[config.mk]
export PLATFORM = sky130hd
export DESIGN_NAME = spi_mode0_slave
export DESIGN_NICKNAME = d
export VERILOG_FILES = /design/src/rtl/spi_mode0_slave.sv
export SDC_FILE = /design/constraint.sdc
export NUM_CORES = 1
export LEC_CHECK = 0
export ABC_CLOCK_PERIOD_IN_PS = 2100
export CORE_UTILIZATION = 32
export DETAILED_ROUTE_END_ITERATION = 8
export PLACE_DENSITY_LB_ADDON = 0.2
export SYNTH_ARGS = -nofsm -noshare
export SYNTH_HDL_FRONTEND = slang
export SYNTH_SLANG_ARGS = --single-unit
[constraint.sdc]
create_clock -name clk -period 2.1 [get_ports clk]
set_input_delay 0.63 -clock clk [delete_from_list [all_inputs] [get_ports clk]]
set_output_delay 0.63 -clock clk [all_outputs]
set_load 0.02 [all_outputs]
[src/rtl/spi_mode0_slave.sv]
// spi_mode0_slave
//   SPI mode 0 (CPOL=0, CPHA=0) slave endpoint. SCLK, CS and DI are
//   oversampled on clk, received bits are shifted in MSB-first and each
//   completed word is offered on a valid/ready interface. The response word
//   is shifted out on DO within the same frame.
//
// state  | meaning
// IDLE   | no frame in progress, DO held low, SCLK edges ignored
// ACTIVE | frame in progress, shifting DI in and tx word out on DO
//
// Ports
//   clk        system clock
//   rst        synchronous active-high reset
//   SCLK/CS/DI SPI pins from master (asynchronous to clk), CS active low
//   DO         serial data to master
//   tx_data    response word, sampled at frame start and each word boundary
//   rx_data    last received word
//   rx_valid   rx_data holds an unconsumed word
//   rx_ready   consumer accepts rx_data
//   frame_err  one-cycle pulse: CS released with a partial word
//   overrun    one-cycle pulse: completed word dropped (rx_valid pending)
//   busy       high while a frame is active
module spi_mode0_slave #(
  parameter int DATA_W      = 8,
  parameter int SYNC_STAGES = 2
) (
  input  logic              clk,
  input  logic              rst,
  input  logic              SCLK,
  input  logic              CS,
  input  logic              DI,
  output logic              DO,
  input  logic [DATA_W-1:0] tx_data,
  output logic [DATA_W-1:0] rx_data,
  output logic              rx_valid,
  input  logic              rx_ready,
  output logic              frame_err,
  output logic              overrun,
  output logic              busy
);

  localparam int CNT_W = $clog2(DATA_W + 1);

  typedef enum logic {ST_IDLE, ST_ACTIVE} state_t;

  state_t                 state_q, state_d;
  logic [SYNC_STAGES-1:0] sclk_sync_q, sclk_sync_d;
  logic [SYNC_STAGES-1:0] cs_sync_q, cs_sync_d;
  logic [SYNC_STAGES-1:0] di_sync_q, di_sync_d;
  logic [SYNC_STAGES-1:0] sync_vld_q, sync_vld_d;
  logic                   sclk_prev_q, sclk_prev_d;
  logic                   cs_prev_q, cs_prev_d;
  logic                   armed_q, armed_d;
  logic [CNT_W-1:0]       bit_cnt_q, bit_cnt_d;
  logic                   word_seen_q, word_seen_d;
  logic [DATA_W-1:0]      rx_shift_q, rx_shift_d;
  logic [DATA_W-1:0]      tx_shift_q, tx_shift_d;
  logic                   do_q, do_d;
  logic                   word_done_q, word_done_d;
  logic [DATA_W-1:0]      rx_data_q, rx_data_d;
  logic                   rx_valid_q, rx_valid_d;
  logic                   frame_err_q, frame_err_d;
  logic                   overrun_q, overrun_d;

  logic sclk_s, cs_s, di_s;
  logic rise, fall, cs_fall, cs_rise;

  assign sclk_s  = sclk_sync_q[SYNC_STAGES-1];
  assign cs_s    = cs_sync_q[SYNC_STAGES-1];
  assign di_s    = di_sync_q[SYNC_STAGES-1];
  assign rise    = sclk_s & ~sclk_prev_q;
  assign fall    = ~sclk_s & sclk_prev_q;
  assign cs_fall = ~cs_s & cs_prev_q;
  assign cs_rise = cs_s & ~cs_prev_q;

  always_comb begin
    state_d     = state_q;
    sclk_sync_d = {sclk_sync_q[SYNC_STAGES-2:0], SCLK};
    cs_sync_d   = {cs_sync_q[SYNC_STAGES-2:0], CS};
    di_sync_d   = {di_sync_q[SYNC_STAGES-2:0], DI};
    // Marks when the CS chain holds real pin samples rather than its reset
    // preset, so a CS held low through reset cannot arm a frame.
    sync_vld_d  = {sync_vld_q[SYNC_STAGES-2:0], 1'b1};
    sclk_prev_d = sclk_s;
    cs_prev_d   = cs_s;
    armed_d     = armed_q | (cs_s & sync_vld_q[SYNC_STAGES-1]);
    bit_cnt_d   = bit_cnt_q;
    word_seen_d = word_seen_q;
    rx_shift_d  = rx_shift_q;
    tx_shift_d  = tx_shift_q;
    do_d        = do_q;
    word_done_d = 1'b0;
    rx_data_d   = rx_data_q;
    rx_valid_d  = rx_valid_q;
    frame_err_d = 1'b0;
    overrun_d   = 1'b0;

    case (state_q)
      ST_IDLE: begin
        do_d = 1'b0;
        if (cs_fall && armed_q) begin
          state_d     = ST_ACTIVE;
          armed_d     = 1'b0;
          bit_cnt_d   = '0;
          word_seen_d = 1'b0;
          tx_shift_d  = tx_data;
          do_d        = tx_data[DATA_W-1];
        end
      end
      ST_ACTIVE: begin
        // cs_rise wins over a same-cycle SCLK rise.
        if (cs_rise) begin
          state_d     = ST_IDLE;
          do_d        = 1'b0;
          frame_err_d = (bit_cnt_q != '0);
          bit_cnt_d   = '0;
        end else if (rise) begin
          rx_shift_d = {rx_shift_q[DATA_W-2:0], di_s};
          if (bit_cnt_q == CNT_W'(DATA_W - 1)) begin
            bit_cnt_d   = '0;
            word_done_d = 1'b1;
            word_seen_d = 1'b1;
          end else begin
            bit_cnt_d = bit_cnt_q + CNT_W'(1);
          end
        end else if (fall) begin
          if (bit_cnt_q != '0) begin
            tx_shift_d = tx_shift_q << 1;
            do_d       = tx_shift_q[DATA_W-2];
          end else if (word_seen_q) begin
            // First fall of the next word in a multi-word frame.
            tx_shift_d = tx_data;
            do_d       = tx_data[DATA_W-1];
          end
        end
      end
      default: state_d = ST_IDLE;
    endcase

    // Delivery runs off the registered completion flag, independent of the
    // FSM, so a word finished just before CS release still goes out.
    if (word_done_q) begin
      if (!rx_valid_q || rx_ready) begin
        rx_data_d  = rx_shift_q;
        rx_valid_d = 1'b1;
      end else begin
        overrun_d = 1'b1;
      end
    end else if (rx_valid_q && rx_ready) begin
      rx_valid_d = 1'b0;
    end
  end

  always_ff @(posedge clk) begin
    if (rst) begin
      state_q     <= ST_IDLE;
      sclk_sync_q <= '0;
      cs_sync_q   <= '1;
      di_sync_q   <= '0;
      sync_vld_q  <= '0;
      sclk_prev_q <= 1'b0;
      cs_prev_q   <= 1'b1;
      armed_q     <= 1'b0;
      bit_cnt_q   <= '0;
      word_seen_q <= 1'b0;
      rx_shift_q  <= '0;
      tx_shift_q  <= '0;
      do_q        <= 1'b0;
      word_done_q <= 1'b0;
      rx_data_q   <= '0;
      rx_valid_q  <= 1'b0;
      frame_err_q <= 1'b0;
      overrun_q   <= 1'b0;
    end else begin
      state_q     <= state_d;
      sclk_sync_q <= sclk_sync_d;
      cs_sync_q   <= cs_sync_d;
      di_sync_q   <= di_sync_d;
      sync_vld_q  <= sync_vld_d;
      sclk_prev_q <= sclk_prev_d;
      cs_prev_q   <= cs_prev_d;
      armed_q     <= armed_d;
      bit_cnt_q   <= bit_cnt_d;
      word_seen_q <= word_seen_d;
      rx_shift_q  <= rx_shift_d;
      tx_shift_q  <= tx_shift_d;
      do_q        <= do_d;
      word_done_q <= word_done_d;
      rx_data_q   <= rx_data_d;
      rx_valid_q  <= rx_valid_d;
      frame_err_q <= frame_err_d;
      overrun_q   <= overrun_d;
    end
  end

  assign DO        = do_q;
  assign rx_data   = rx_data_q;
  assign rx_valid  = rx_valid_q;
  assign frame_err = frame_err_q;
  assign overrun   = overrun_q;
  assign busy      = (state_q == ST_ACTIVE);

endmodule

==> out/results.ini <==
[drt]
viasPerCell=4.86
wl_met2_um=1450
top_layer_used=met4
wirelength_um=3340
vias=1395
dr_wl_met3_um=150
drtAntennaViolNets=0
wl_met1_um=1700
drtPass1Iterations=4
detail_route.iter0.violations=47
route.detailed.drc=0
wl_per_cell_um=11.6

[yosys]
syn_inst=190
synth_top_flop_cell=dfxtp_1
synth_seq_area_share=0.495
synth-seq-cells=45
synthArstFlopShare=0
yosys_warnings=0
synth.top_cell.area_share=0.495
avgSynthCellArea_um2=9.59
syn_nets=206
synth_top_area_cell=dfxtp_1
yosys-top-cells-area=dfxtp_1, nand2_1, a21oi_1
synth_edf_count=0
netlist_area_mm2=0.00182
ys_types=40

[clock_network]
cts_resized=0
clockBufferDepth=2
htreeDepth=2
cts_setup_buffers=0
clock-root-buffer=clkbuf_8
hold_buffers=0
worstSkewPairLatency_ps=300
cts_sinks=45
numCtsBuffers=5
clk_pin_slew_ps=80
cts_tree=done

[placed_design]
dpl_cell_area_mm2=0.00214
gp_routability_congestion=0.727
io_buffers=26
pre_cts_ws_ps=322
dp_hpwl_um=2180

[worst_setup_path]
path_class=reg -> out
worstPathCellList=clkdlybuf4s50_1
cp-start-kind=flop
endpoint_kind=primary output
critPathSlowestCell=clkdlybuf4s50_1
crit_path_max_fanout=4
required_ps=1470
ff2ff_path_depth=6
crit_arrival_ps=1270
cp_num_buf_inv=1
path_delay_family=buffers and inverters
cp.depth=1
slowest_delay_ps=610

[die]
start_util=0.331
fp.dieW_um=77.5
io_pins=27
dieArea_mm2=0.00600
core_area_mm2=0.00551
fp.dieH_um=77.5
rows=27

[power]
finalPower_mw=1.47
leakage_nw=0.838
ir_worst_vdd_mv=0.306
powerDensity_mw_per_mm2=660

[grt]
grt_use_total=0.123
grt_pass1_vias=1287
overflow=0
grt_antenna_before_repair=0
grt_pass1_wl_um=5800
grt_max_degree=42

[finish]
syn2layout_area_growth_pct=22.3
drive_above_1_share=0.130
n_antenna_cell=0
fin_nets=231
nFillCells=557
finalInstanceArea_mm2=0.00223

[timing]
hold_viol=0
setup_tns_ps=0
worst_slack_ps=204
max_freq_ghz=0.527
tightest_slew_ps=558
finalCritPeriodShare=0.903
finalCriticalPeriod_ps=1900
slew_viol_final=0
relSlewSlack=0.624
finalSetupViolations=0
skew_ps=9.44
rsz0062_at_grt=no

[worst_hold_path]
hold_depth=1
min_path_type=reg -> reg

[status]
outcome=finished clean

[flow_run]
drv_cap=0

-- routing by layer --
metal  up-vias  GRT usage
met3         4     0.0518
met5         -          0
met4         0     0.0453
met2        32      0.181
li1        710          -
met1       649      0.158
-- cell usage in the layout, fill, tap and decap left out, drive strengths merged, types with 2 or more instances in the layout --
| cell | n |
|---|---|
| dfxtp | 45 |
| nand2 | 28 |
| clkdlybuf4s50 | 26 |
| a21oi | 20 |
| nor2 | 12 |
| nand3 | 11 |
| nor2b | 9 |
| mux2i | 8 |
| a311oi | 7 |
| inv | 5 |
| clkbuf | 5 |
| or2 | 4 |
| o21ai | 4 |
| nand3b | 3 |
| nor3 | 3 |
| buf | 3 |
| nand2b | 2 |
| a32oi | 2 |
| ha | 2 |
| and2 | 2 |
-- flip-flops by register name, summed over array words and instances, names as in the netlist --
name and count:
rx_data 8, rx_valid 1, frame_err 1, cs_prev_q 1, cs_sync_q 2, sync_vld_q 2, rx_shift_q 8, word_done_q 1
overrun 1, armed_q 1, sclk_prev_q 1, DO 1, di_sync_q 2, bit_cnt_q 4, sclk_sync_q 2, word_seen_q 1
tx_shift_q 7, busy 1
-- layout make-up --
type | count | area, um2 | share of cell area
inverters | 5 | 18.8 | 0.00843
flip-flops and latches | 45 | 901 | 0.404
clock buffers | 5 | 68.8 | 0.0309
clock inverters | 2 | 16.3 | 0.00730
repair buffers | 29 | 295 | 0.133
multi-input cells | 129 | 837 | 0.376
well taps | 72 | 90.1 | 0.0404
-- metrics by stage --
step	std cells	hold slack, ps	util
4_1_cts	287	420	0.404
6_report	287	415	0.404
3_3_place_gp	280	392	0.389
5_1_grt	287	441	0.404
3_5_place_dp	280	398	0.389
2_1_floorplan	190	389	-
-- path summary, 6_finish.rpt --
kind                            slack (ps)            end          from
worst min register to register         420   cs_sync_q[1]  cs_sync_q[0]
worst min-delay path                   420   cs_sync_q[1]  cs_sync_q[0]
worst max-delay path                   200       rx_valid      rx_valid
worst max register to register         350  tx_shift_q[1]  bit_cnt_q[0]
-- cells by family after synthesis --
kind of cell    after synthesis  share of synthesized area
mux                           9                     0.0501
buf+inv                      16                     0.0460
compound gates               39                      0.172
fa+ha+maj                     2                     0.0137
flops                        45                      0.495
simple gates                 79                      0.223
-- synthesized netlist by cell type (3+ instances only) --
library cell	number
a21oi_1	20
clkbuf_1	3
nor2_1	12
nor3_1	3
a311oi_2	6
or2_2	3
dfxtp_1	45
nand3_1	11
inv_1	5
nand3b_1	3
buf_2	4
nand2_1	27
mux2i_1	8
nor2b_1	9
-- report_power, final --
| part | total, mW | internal, mW | switching [mW] |
|---|---|---|---|
| clock network | 0.518 | 0.229 | 0.289 |
| logic | 0.0799 | 0.0422 | 0.0377 |
| registers | 0.871 | 0.866 | 0.00585 |
| total | 1.47 | 1.14 | 0.332 |
(Power assumes the default switching activity.)
